## config.mk

```make
export PLATFORM = sky130hd
export DESIGN_NAME = alu_share_arbiter_flat
export DESIGN_NICKNAME = d
export VERILOG_FILES = /design/src/rtl/alu_share_arbiter_if.sv /design/src/rtl/alu_share_arbiter.sv /design/src/flat_wrapper.sv
export SDC_FILE = /design/constraint.sdc
export NUM_CORES = 1
export LEC_CHECK = 0
export CORE_MARGIN = 3
export CORE_UTILIZATION = 36
export CTS_CLUSTER_DIAMETER = 200
export DETAILED_ROUTE_END_ITERATION = 16
export HOLD_SLACK_MARGIN = 0.03
export PLACE_DENSITY = 0.84
export SYNTH_ARGS = -nofsm -noshare
export SYNTH_HDL_FRONTEND = slang
export SYNTH_SLANG_ARGS = --single-unit
```

## constraint.sdc

```tcl
create_clock -name clk -period 1.5 [get_ports clk]
set_clock_uncertainty 0.1 [all_clocks]
set_input_delay 0.225 -clock clk [delete_from_list [all_inputs] [get_ports clk]]
set_output_delay 0.225 -clock clk [all_outputs]
set_load 0.01 [all_outputs]
```

## src/rtl/alu_share_arbiter_if.sv

```systemverilog
`default_nettype none
// ============================================================================
// Module   : alu_share_arbiter_if
// Purpose  : Bundles the two requester channels, the two response channels,
//            the shared ALU hookup and the status outputs of the arbiter.
// Revision : 1.0 - initial release
// ============================================================================
interface alu_share_arbiter_if #(
    parameter int WIDTH = 8,
    parameter int CNT_W = 16
);
    // Requester 0 / 1 operation channels
    logic             req0_valid;
    logic             req0_ready;
    logic [WIDTH-1:0] req0_a;
    logic [WIDTH-1:0] req0_b;
    logic [3:0]       req0_op;
    logic             req1_valid;
    logic             req1_ready;
    logic [WIDTH-1:0] req1_a;
    logic [WIDTH-1:0] req1_b;
    logic [3:0]       req1_op;

    // Requester 0 / 1 response channels
    logic             rsp0_valid;
    logic             rsp0_ready;
    logic [WIDTH-1:0] rsp0_data;
    logic             rsp1_valid;
    logic             rsp1_ready;
    logic [WIDTH-1:0] rsp1_data;

    // Shared combinational ALU
    logic [WIDTH-1:0] alu_a;
    logic [WIDTH-1:0] alu_b;
    logic [3:0]       alu_op;
    logic [WIDTH-1:0] alu_result;

    // Status
    logic             busy;
    logic [CNT_W-1:0] op_count;

    // Arbiter side
    modport slave (
        input  req0_valid, req0_a, req0_b, req0_op,
        input  req1_valid, req1_a, req1_b, req1_op,
        output req0_ready, req1_ready,
        output rsp0_valid, rsp0_data, rsp1_valid, rsp1_data,
        input  rsp0_ready, rsp1_ready,
        output alu_a, alu_b, alu_op,
        input  alu_result,
        output busy, op_count
    );

    // Requester side (both requesters plus status observation)
    modport master (
        output req0_valid, req0_a, req0_b, req0_op,
        output req1_valid, req1_a, req1_b, req1_op,
        input  req0_ready, req1_ready,
        input  rsp0_valid, rsp0_data, rsp1_valid, rsp1_data,
        output rsp0_ready, rsp1_ready,
        input  busy, op_count
    );

    // ALU side
    modport alu (
        input  alu_a, alu_b, alu_op,
        output alu_result
    );
endinterface
`default_nettype wire

```

## src/rtl/alu_share_arbiter.sv

```systemverilog
`default_nettype none
// ============================================================================
// Module   : alu_share_arbiter
// Purpose  : Round-robin sharing of one combinational ALU between two
//            requesters; one operation in flight, result returned on the
//            owning requester's response channel with backpressure.
// Revision : 1.0 - initial release
// ============================================================================
module alu_share_arbiter #(
    parameter int WIDTH = 8,
    parameter int CNT_W = 16
) (
    input  wire logic          clk,
    input  wire logic          rst_n,
    alu_share_arbiter_if.slave bus_io
);

    localparam logic [1:0] S_IDLE = 2'd0;
    localparam logic [1:0] S_EXEC = 2'd1;
    localparam logic [1:0] S_RESP = 2'd2;

    logic [1:0]       state_q,      state_d;
    logic             last_grant_q, last_grant_d;
    logic             owner_q,      owner_d;
    logic [WIDTH-1:0] a_q,          a_d;
    logic [WIDTH-1:0] b_q,          b_d;
    logic [3:0]       op_q,         op_d;
    logic [WIDTH-1:0] result_q,     result_d;
    logic [CNT_W-1:0] cnt_q,        cnt_d;

    logic w_idle;
    logic w_grant0;
    logic w_grant1;
    logic w_acc0;
    logic w_acc1;
    logic w_rsp_hs;

    // Round-robin tie-break: last_grant==1 means port 0 wins the next tie.
    // Ready is forced low while reset is asserted so no port sees a
    // spurious acceptance during reset.
    always_comb begin
        w_idle   = (state_q == S_IDLE);
        w_grant0 = bus_io.req0_valid & (~bus_io.req1_valid | last_grant_q);
        w_grant1 = bus_io.req1_valid & ~w_grant0;
        w_acc0   = rst_n & w_idle & w_grant0;
        w_acc1   = rst_n & w_idle & w_grant1;
        w_rsp_hs = (state_q == S_RESP) &
                   (owner_q ? bus_io.rsp1_ready : bus_io.rsp0_ready);
    end

    // Next-state and datapath load logic for the IDLE/EXEC/RESP sequence.
    always_comb begin
        state_d      = state_q;
        last_grant_d = last_grant_q;
        owner_d      = owner_q;
        a_d          = a_q;
        b_d          = b_q;
        op_d         = op_q;
        result_d     = result_q;
        cnt_d        = cnt_q;
        case (state_q)
            S_IDLE: begin
                if (w_acc0 | w_acc1) begin
                    a_d          = w_acc1 ? bus_io.req1_a  : bus_io.req0_a;
                    b_d          = w_acc1 ? bus_io.req1_b  : bus_io.req0_b;
                    op_d         = w_acc1 ? bus_io.req1_op : bus_io.req0_op;
                    owner_d      = w_acc1;
                    last_grant_d = w_acc1;
                    state_d      = S_EXEC;
                end
            end
            S_EXEC: begin
                // The ALU is purely combinational on the operand registers,
                // so its output is settled one cycle after acceptance.
                result_d = bus_io.alu_result;
                state_d  = S_RESP;
            end
            S_RESP: begin
                if (w_rsp_hs) begin
                    cnt_d   = cnt_q + CNT_W'(1);
                    state_d = S_IDLE;
                end
            end
            default: begin
                state_d = S_IDLE;
            end
        endcase
    end

    // State and datapath registers; an in-flight operation is discarded on reset.
    always_ff @(posedge clk or negedge rst_n) begin
        if (!rst_n) begin
            state_q      <= S_IDLE;
            last_grant_q <= 1'b1;
            owner_q      <= 1'b0;
            a_q          <= '0;
            b_q          <= '0;
            op_q         <= '0;
            result_q     <= '0;
            cnt_q        <= '0;
        end else begin
            state_q      <= state_d;
            last_grant_q <= last_grant_d;
            owner_q      <= owner_d;
            a_q          <= a_d;
            b_q          <= b_d;
            op_q         <= op_d;
            result_q     <= result_d;
            cnt_q        <= cnt_d;
        end
    end

    // Output drive: ALU operands straight from registers, response data
    // gated to zero whenever the matching valid is low.
    always_comb begin
        bus_io.req0_ready = w_acc0;
        bus_io.req1_ready = w_acc1;
        bus_io.rsp0_valid = (state_q == S_RESP) & ~owner_q;
        bus_io.rsp1_valid = (state_q == S_RESP) &  owner_q;
        bus_io.rsp0_data  = bus_io.rsp0_valid ? result_q : '0;
        bus_io.rsp1_data  = bus_io.rsp1_valid ? result_q : '0;
        bus_io.alu_a      = a_q;
        bus_io.alu_b      = b_q;
        bus_io.alu_op     = op_q;
        bus_io.busy       = ~w_idle;
        bus_io.op_count   = cnt_q;
    end

endmodule
`default_nettype wire

```

## src/flat_wrapper.sv

```systemverilog
// flat-port wrapper written by rule: the top's interface ports become plain ports
module alu_share_arbiter_flat 
#(
    parameter int WIDTH = 8,
    parameter int CNT_W = 16
)
  (clk, rst_n, bus_io_req0_valid, bus_io_req0_a, bus_io_req0_b, bus_io_req0_op, bus_io_req1_valid, bus_io_req1_a, bus_io_req1_b, bus_io_req1_op, bus_io_req0_ready, bus_io_req1_ready, bus_io_rsp0_valid, bus_io_rsp0_data, bus_io_rsp1_valid, bus_io_rsp1_data, bus_io_rsp0_ready, bus_io_rsp1_ready, bus_io_alu_a, bus_io_alu_b, bus_io_alu_op, bus_io_alu_result, bus_io_busy, bus_io_op_count);
  alu_share_arbiter_if #(.WIDTH(WIDTH), .CNT_W(CNT_W)) bus_io_i ();
  input  wire logic clk;
  input  wire logic rst_n;
  input wire logic [$bits(bus_io_i.req0_valid)-1:0] bus_io_req0_valid;
  input wire logic [$bits(bus_io_i.req0_a)-1:0] bus_io_req0_a;
  input wire logic [$bits(bus_io_i.req0_b)-1:0] bus_io_req0_b;
  input wire logic [$bits(bus_io_i.req0_op)-1:0] bus_io_req0_op;
  input wire logic [$bits(bus_io_i.req1_valid)-1:0] bus_io_req1_valid;
  input wire logic [$bits(bus_io_i.req1_a)-1:0] bus_io_req1_a;
  input wire logic [$bits(bus_io_i.req1_b)-1:0] bus_io_req1_b;
  input wire logic [$bits(bus_io_i.req1_op)-1:0] bus_io_req1_op;
  output wire logic [$bits(bus_io_i.req0_ready)-1:0] bus_io_req0_ready;
  output wire logic [$bits(bus_io_i.req1_ready)-1:0] bus_io_req1_ready;
  output wire logic [$bits(bus_io_i.rsp0_valid)-1:0] bus_io_rsp0_valid;
  output wire logic [$bits(bus_io_i.rsp0_data)-1:0] bus_io_rsp0_data;
  output wire logic [$bits(bus_io_i.rsp1_valid)-1:0] bus_io_rsp1_valid;
  output wire logic [$bits(bus_io_i.rsp1_data)-1:0] bus_io_rsp1_data;
  input wire logic [$bits(bus_io_i.rsp0_ready)-1:0] bus_io_rsp0_ready;
  input wire logic [$bits(bus_io_i.rsp1_ready)-1:0] bus_io_rsp1_ready;
  output wire logic [$bits(bus_io_i.alu_a)-1:0] bus_io_alu_a;
  output wire logic [$bits(bus_io_i.alu_b)-1:0] bus_io_alu_b;
  output wire logic [$bits(bus_io_i.alu_op)-1:0] bus_io_alu_op;
  input wire logic [$bits(bus_io_i.alu_result)-1:0] bus_io_alu_result;
  output wire logic [$bits(bus_io_i.busy)-1:0] bus_io_busy;
  output wire logic [$bits(bus_io_i.op_count)-1:0] bus_io_op_count;
  assign bus_io_i.req0_valid = bus_io_req0_valid;
  assign bus_io_i.req0_a = bus_io_req0_a;
  assign bus_io_i.req0_b = bus_io_req0_b;
  assign bus_io_i.req0_op = bus_io_req0_op;
  assign bus_io_i.req1_valid = bus_io_req1_valid;
  assign bus_io_i.req1_a = bus_io_req1_a;
  assign bus_io_i.req1_b = bus_io_req1_b;
  assign bus_io_i.req1_op = bus_io_req1_op;
  assign bus_io_req0_ready = bus_io_i.req0_ready;
  assign bus_io_req1_ready = bus_io_i.req1_ready;
  assign bus_io_rsp0_valid = bus_io_i.rsp0_valid;
  assign bus_io_rsp0_data = bus_io_i.rsp0_data;
  assign bus_io_rsp1_valid = bus_io_i.rsp1_valid;
  assign bus_io_rsp1_data = bus_io_i.rsp1_data;
  assign bus_io_i.rsp0_ready = bus_io_rsp0_ready;
  assign bus_io_i.rsp1_ready = bus_io_rsp1_ready;
  assign bus_io_alu_a = bus_io_i.alu_a;
  assign bus_io_alu_b = bus_io_i.alu_b;
  assign bus_io_alu_op = bus_io_i.alu_op;
  assign bus_io_i.alu_result = bus_io_alu_result;
  assign bus_io_busy = bus_io_i.busy;
  assign bus_io_op_count = bus_io_i.op_count;
  alu_share_arbiter #(.WIDTH(WIDTH), .CNT_W(CNT_W)) u_core (.clk(clk), .rst_n(rst_n), .bus_io(bus_io_i));
endmodule
```

# [Word-level counts from Yosys, hierarchy flattened]
# Cells that the tools add are included.
[word_totals] reg_bits=48 wordCells=40 out_inout_bits=57
[op_classes] mux=9 reduce_logical=4 addsub=1 eq_ne=4 n_bitwise=14
[ops] cell="$mux W8" count=4
[ops] cell="$add A16 B1 Y16 const B" count=1
[ops] cell="$and A1 B1 Y1" count=8
[ops] cell="$pmux W2 S3" count=1
[ops] cell="$reduce_and A2 Y1" count=3
[ops] cell="$mux W2" count=2
[ops] cell="$mux W4" count=1
[ops] cell="$not A1 Y1" count=4
[ops] cell="$eq A2 B1 Y1 const B" count=1
[ops] cell="$eq A2 B2 Y1 const B" count=1
[ops] cell="$logic_not A2 Y1" count=1
[ops] cell="$ne A2 B1 Y1 const B" count=1
[ops] cell="$ne A2 B2 Y1 const B" count=1
[ops] cell="$or A1 B1 Y1" count=2
[ops] cell="$mux W1" count=1

# [Longest topological paths before layout]
# Gate-level depths: netlist (run 1).
[depth] ltp_word=9 depth_mapped=5

# [Worst setup path before layout (run 1)]
# OpenSTA, ideal clock, no wires.
[synth_path] kind="flip-flop to flip-flop" startpoint="reg u_core.last_grant_q" endpoint="reg u_core.a_q[7], in the netlist u_core.bus_io.alu_a[7]" setup_slack_ns=-0.091 arrival_ns=1.408 period_less_slack_ns=1.591 n_path_buf=1 path_stages_with_launch=6 path_cell_list="dfstp_2 > inv_1 > a21boi_1 > buf_2 > o22ai_1 > o21ai_0"
[synth_between] elab_chain_cells=7 elab_cells_between_ends=9 cone_classes="mux: 1; bitwise: 7; reduce/logical: 1"
[synth_rtl] item="start, declared" line_no="alu_share_arbiter.sv:23" text="logic last_grant_q, last_grant_d;"
[synth_rtl] item="start signal, assigned" line_no="alu_share_arbiter.sv:103" text="last_grant_q <= last_grant_d;"
[synth_rtl] item="$or A1 B1 Y1 (*)" line_no="alu_share_arbiter.sv:43" text="w_grant0 = bus_io.req0_valid & (~bus_io.req1_valid | last_grant_q);"
[synth_rtl] item="$and A1 B1 Y1 (*)" line_no="alu_share_arbiter.sv:43"
[synth_rtl] item="$not A1 Y1" line_no="alu_share_arbiter.sv:44" text="w_grant1 = bus_io.req1_valid & ~w_grant0;"
[synth_rtl] item="$and A1 B1 Y1" line_no="alu_share_arbiter.sv:44"
[synth_rtl] item="$and A1 B1 Y1" line_no="alu_share_arbiter.sv:46" text="w_acc1 = rst_n & w_idle & w_grant1;"
[synth_rtl] item="$or A1 B1 Y1" line_no="alu_share_arbiter.sv:63" text="if (w_acc0 | w_acc1) begin"
[synth_rtl] item="$reduce_and A2 Y1 (no line)"
[synth_rtl] item="end signal, assigned" line_no="alu_share_arbiter.sv:96" text="a_q <= '0;"
[synth_rtl] item="end signal, assigned" line_no="alu_share_arbiter.sv:105" text="a_q <= a_d;"
[synth_rtl] item="end, declared" line_no="alu_share_arbiter.sv:25" text="logic [WIDTH-1:0] a_q, a_d;"
# Every way passes the cells marked *; elsewhere a longest branch is shown, timed or not.
# A chain may end at the register's enable or synchronous reset.

# [Final worst setup path (run 1)]
[layout_path] startpoint="reg u_core.owner_q" endpoint="reg u_core.cnt_q[15], in the netlist u_core.bus_io.op_count[15]"
[layout_between] elab_chain_cells=3
[layout_rtl] item="start, declared" line_no="alu_share_arbiter.sv:24" text="logic owner_q, owner_d;"
[layout_rtl] item="start signal, assigned" line_no="alu_share_arbiter.sv:104" text="owner_q <= owner_d;"
[layout_rtl] item="$mux W1" line_no="alu_share_arbiter.sv:48" text="(owner_q ? bus_io.rsp1_ready : bus_io.rsp0_ready);"
[layout_rtl] item="$and A1 B1 Y1" line_no="alu_share_arbiter.sv:47" text="w_rsp_hs = (state_q == S_RESP) &"
[layout_rtl] item="$reduce_and A2 Y1 (no line)"
[layout_rtl] item="end signal, assigned" line_no="alu_share_arbiter.sv:109" text="cnt_q <= cnt_d;"
[layout_rtl] item="end, declared" line_no="alu_share_arbiter.sv:29" text="logic [CNT_W-1:0] cnt_q, cnt_d;"
# Every way passes these cells.

==> results of run 1 <==
state kept, by name (all words and copies together), names as in the netlist:
signal	cells
u_core.bus_io.alu_op	4
u_core.result_q	8
u_core.bus_io.op_count	16
u_core.bus_io.alu_b	8
u_core.owner_q	1
u_core.state_q	2
u_core.last_grant_q	1
u_core.bus_io.alu_a	8
final timing paths:
kind                                             start                          to  slack, ns
worst max register to register          u_core.owner_q  u_core.bus_io.op_count[15]      -0.30
min in group asynchronous                        rst_n          u_core.result_q[4]       0.50
worst min-delay path            u_core.bus_io.alu_a[6]      u_core.bus_io.alu_a[6]       0.39
worst min register to register  u_core.bus_io.alu_a[6]      u_core.bus_io.alu_a[6]       0.39
worst max-delay path                    u_core.owner_q  u_core.bus_io.op_count[15]      -0.30
max in group asynchronous                        rst_n           u_core.state_q[1]       0.36
worst min-delay path: cells and delay by family (launching register included):
family             cells  cell delay (ns)
DFF                    1             0.35
and+or+nand+nor        1             0.05
AOI/OAI and AO/OA      1             0.06
routing by layer:
metal / up-vias / global-route usage, % / share of wire, %
met5: - / 0 / 0
met4: 0 / 4.97 / 1.7
met3: 9 / 5.82 / 6.9
met2: 100 / 33.4 / 52
met1: 1053 / 21.2 / 39
li1: 1048 / - / -
where the power goes:
part           switching (mW)  internal (mW)  total [mW]
Clock                   0.407          0.411       0.819
Combinational            1.39           1.87        3.26
Sequential              0.352           1.80        2.15
synth_stat cells, drive strengths merged:
cell type / n
a21boi: 1
nand2: 24
dfrtp: 47
nor4b: 1
mux2: 9
a21o: 1
a31oi: 1
or2: 1
inv: 3
nor3: 1
clkbuf: 7
dfstp: 1
nand3: 5
and3: 11
nor3b: 1
and2: 11
xnor2: 12
nor2: 4
or4: 1
xor2: 3
o21ai: 21
and4: 2
o22ai: 17
nand2b: 1
ha: 1
buf: 3
nand4: 7
nor2b: 2
mux2i: 4
a21oi: 2
logic make-up (layout without fill, tap and decap cells):
| kind of cell | Yosys count | after routing |
|---|---|---|
| simple gates | 72 | 72 |
| mux | 13 | 13 |
| xor+xnor | 15 | 15 |
| compound gates | 43 | 43 |
| flops | 48 | 48 |
| fa+ha+maj | 1 | 1 |
| buf+inv | 13 | 173 |
layout make-up:
cell class	count	area [um^2]	share of cell area [%]
Clock buffer	7	96.3	2.33
Inverter	3	11.3	0.273
Multi-Input combinational cell	144	1140	27.7
Sequential cell	48	1200	29.2
Tap cell	72	90.1	2.18
Timing Repair Buffer	163	1590	38.4
per-stage QoR:
stage	total power [mW]	instances	worst slack, ns	hold slack, ns
6_report	6.23	437	-0.302	0.390
5_1_grt	6.65	437	-0.397	0.410
4_1_cts	5.68	425	-0.280	0.373
3_5_place_dp	4.82	402	-0.463	0.292
3_3_place_gp	4.71	402	-0.439	0.286
2_1_floorplan	3.19	205	-0.0383	-0.171
placed cells by master (no fill, tap or decap), types with 2 or more instances in the layout:
cell type                         instances
sky130_fd_sc_hd__xnor2_2                  2
sky130_fd_sc_hd__clkdlybuf4s50_1         52
sky130_fd_sc_hd__nand2_2                  7
sky130_fd_sc_hd__o21ai_2                  3
sky130_fd_sc_hd__dfrtp_2                  2
sky130_fd_sc_hd__clkbuf_16                2
sky130_fd_sc_hd__nor2_4                   3
sky130_fd_sc_hd__and3_1                   5
sky130_fd_sc_hd__and2_4                  10
sky130_fd_sc_hd__buf_6                   37
sky130_fd_sc_hd__dfrtp_1                 45
sky130_fd_sc_hd__inv_1                    3
sky130_fd_sc_hd__mux2_2                   8
sky130_fd_sc_hd__o21ai_1                 15
sky130_fd_sc_hd__xor2_1                   3
sky130_fd_sc_hd__o22ai_1                 17
sky130_fd_sc_hd__nand3_2                  4
sky130_fd_sc_hd__dlygate4sd2_1           36
sky130_fd_sc_hd__nand4_1                  7
sky130_fd_sc_hd__and3_4                   6
sky130_fd_sc_hd__o21ai_0                  2
sky130_fd_sc_hd__buf_4                   29
sky130_fd_sc_hd__clkbuf_8                 7
sky130_fd_sc_hd__mux2i_1                  3
sky130_fd_sc_hd__xnor2_1                 10
sky130_fd_sc_hd__buf_2                    4
sky130_fd_sc_hd__a21oi_1                  2
sky130_fd_sc_hd__nand2_1                 16
what timing repair did:
action,in CTS,in global routing
cloned,1,6
setup buffers,15,6
hold buffers,1,0
pin swaps,24,15
endpoints found under the setup margin,93,67
endpoints found under the hold margin,47,0
resized for setup,156,69
==> metrics.txt, run 1 <==
power per cell area 1510 mW/mm^2; portion of synthesized cell area occupied by the leading cell type 53.7%; transition time at the pin with the least slew margin between 0.6 and 0.7 ns; Final Hold Fails 0; violated checks negative setup slack; overall die width between 80 and 90 um; total number of vias approximately 2,200; Wirelength per Cell between 15 and 20 um; final design instance area without fill 0.00413 mm^2; final-report max-slew violation count 0; unrepaired setup endpoints after global routing true; mapped cell area around 0.0022 mm^2; CP Depth 6; final weighted congestion in routability-driven placement approximately 0.8; number of antenna violations at the first check in global routing 0; most area-hungry cell type in the Yosys netlist sky130_fd_sc_hd__dfrtp_1; Setup Total Neg Slack -10.09 ns; maximum number of pins on one net before global-route repair 49; I/O pin cnt 111; Worst path slowest cell sky130_fd_sc_hd__dfrtp_2; fill cell instance count of the final layout about 440; fraction of the core area covered by cells at the end of the flow roughly 72%; FF-to-FF path depth 6; Rows 27; initial DRC count 46; total die area roughly 0.0071 mm^2; static leakage around 2.0 nW; delay of the slowest cell on the worst path ~0.46 ns; global-route wire length before repair ~11 mm; least setup slack across all paths after layout -0.302 ns; average footprint of a synthesized cell ~11 um^2; main combinational cell family by area after synthesis simple AND/OR/NAND/NOR gates; max-cap violation count 0; Starting Density about two fifths; mux contribution to synthesized area 6.46%; simple-gate portion of the synthesized area between 10% and 20%; register area share after synthesis a little over half; top fanout value on the critical path 5; startpoint-to-endpoint class of the critical path reg -> reg; peak supply drop 0.894 mV; cell breakdown of the critical path mux2i_4, buf_6, nor4b_4, buf_4, nand4_1, xnor2_1; cell family with most CP delay flip-flops; clock latency reported for the late side of the worst-skew pair 0.29 ns; arrival time of the worst setup path roughly 1.9 ns; ranking of synthesized cells by area sky130_fd_sc_hd__dfrtp_1, sky130_fd_sc_hd__o22ai_1, sky130_fd_sc_hd__xnor2_1, sky130_fd_sc_hd__mux2_2, sky130_fd_sc_hd__o21ai_0; overflow left after global routing 0; flip-flop and latch count after synthesis between 40 and 50; highest achievable clock rate between 500 and 600 MHz; floorplan die height 84.0 um; TritonCTS Buffers 5; number of different library cells in the post-synthesis netlist 32; DRC violation count after routing 0; Min-Delay Path Depth 2; total half-perimeter wirelength after legalization and detailed placement approximately 4.6 mm; number of search-and-repair iterations in the first detailed-routing pass 4; final net count 420; clk sinks 48; adder-cell area share of the yosys netlist less than 1%; clock input transition at the sequential cells of the worst setup and hold paths around 0.08 ns; post-synthesis to final-layout area growth 88.8%; Synth Area in XOR/XNOR ~6%; number of levels in the clock H-tree 2; Buffers on Ports 110; critical path startpoint category flip-flop; Detailed Route WL 7.24 mm; clock tree from TritonCTS done; worst min-delay path category reg -> reg; via count of the first global-routing pass roughly 2,200; required time of the critical path 1.58 ns; area of the placeable core 0.00571 mm^2; Setup violations, final 58; CTS Root Buffer Type sky130_fd_sc_hd__clkbuf_8; # diodes 0; type of element capturing the critical path flip-flop; detailed-route vias per instance between 5 and 6; share of the clock period used by the worst path 120%; post-synthesis net count 260; fraction of final layout cells sized beyond drive strength 1 about two fifths; Max Buffers Root-to-Sink 2; Placed Area between 0.003 and 0.004 mm^2; run status finished, violations left; synthesis warning total 0; total buffers and inverters traversed by the critical path 2; Slew headroom between 50% and 60%; min cycle time layout approximately 1.8 ns; Overall Global Routing Usage a little under a fifth; synthesized-area fraction occupied by ao, oa, aoi and oai cells between 10 and 15%; antenna-violating nets left 0; synthesized netlist cell count a little over 200
No activity file was read; power rests on OpenSTA's default activity.
==> inputs of run 2 (changes only) <==
--- a/config.mk
+++ b/config.mk
@@ -5,9 +5,11 @@
 export SDC_FILE = /design/constraint.sdc
 export NUM_CORES = 1
 export LEC_CHECK = 0
+export CAP_MARGIN = 5
 export CORE_MARGIN = 3
 export CORE_UTILIZATION = 36
 export CTS_CLUSTER_DIAMETER = 200
+export CTS_CLUSTER_SIZE = 30
 export DETAILED_ROUTE_END_ITERATION = 16
 export HOLD_SLACK_MARGIN = 0.03
 export PLACE_DENSITY = 0.84
==> results of run 2 <==
Same layout as run 1: the final DEF is identical, and so are final timing and power.
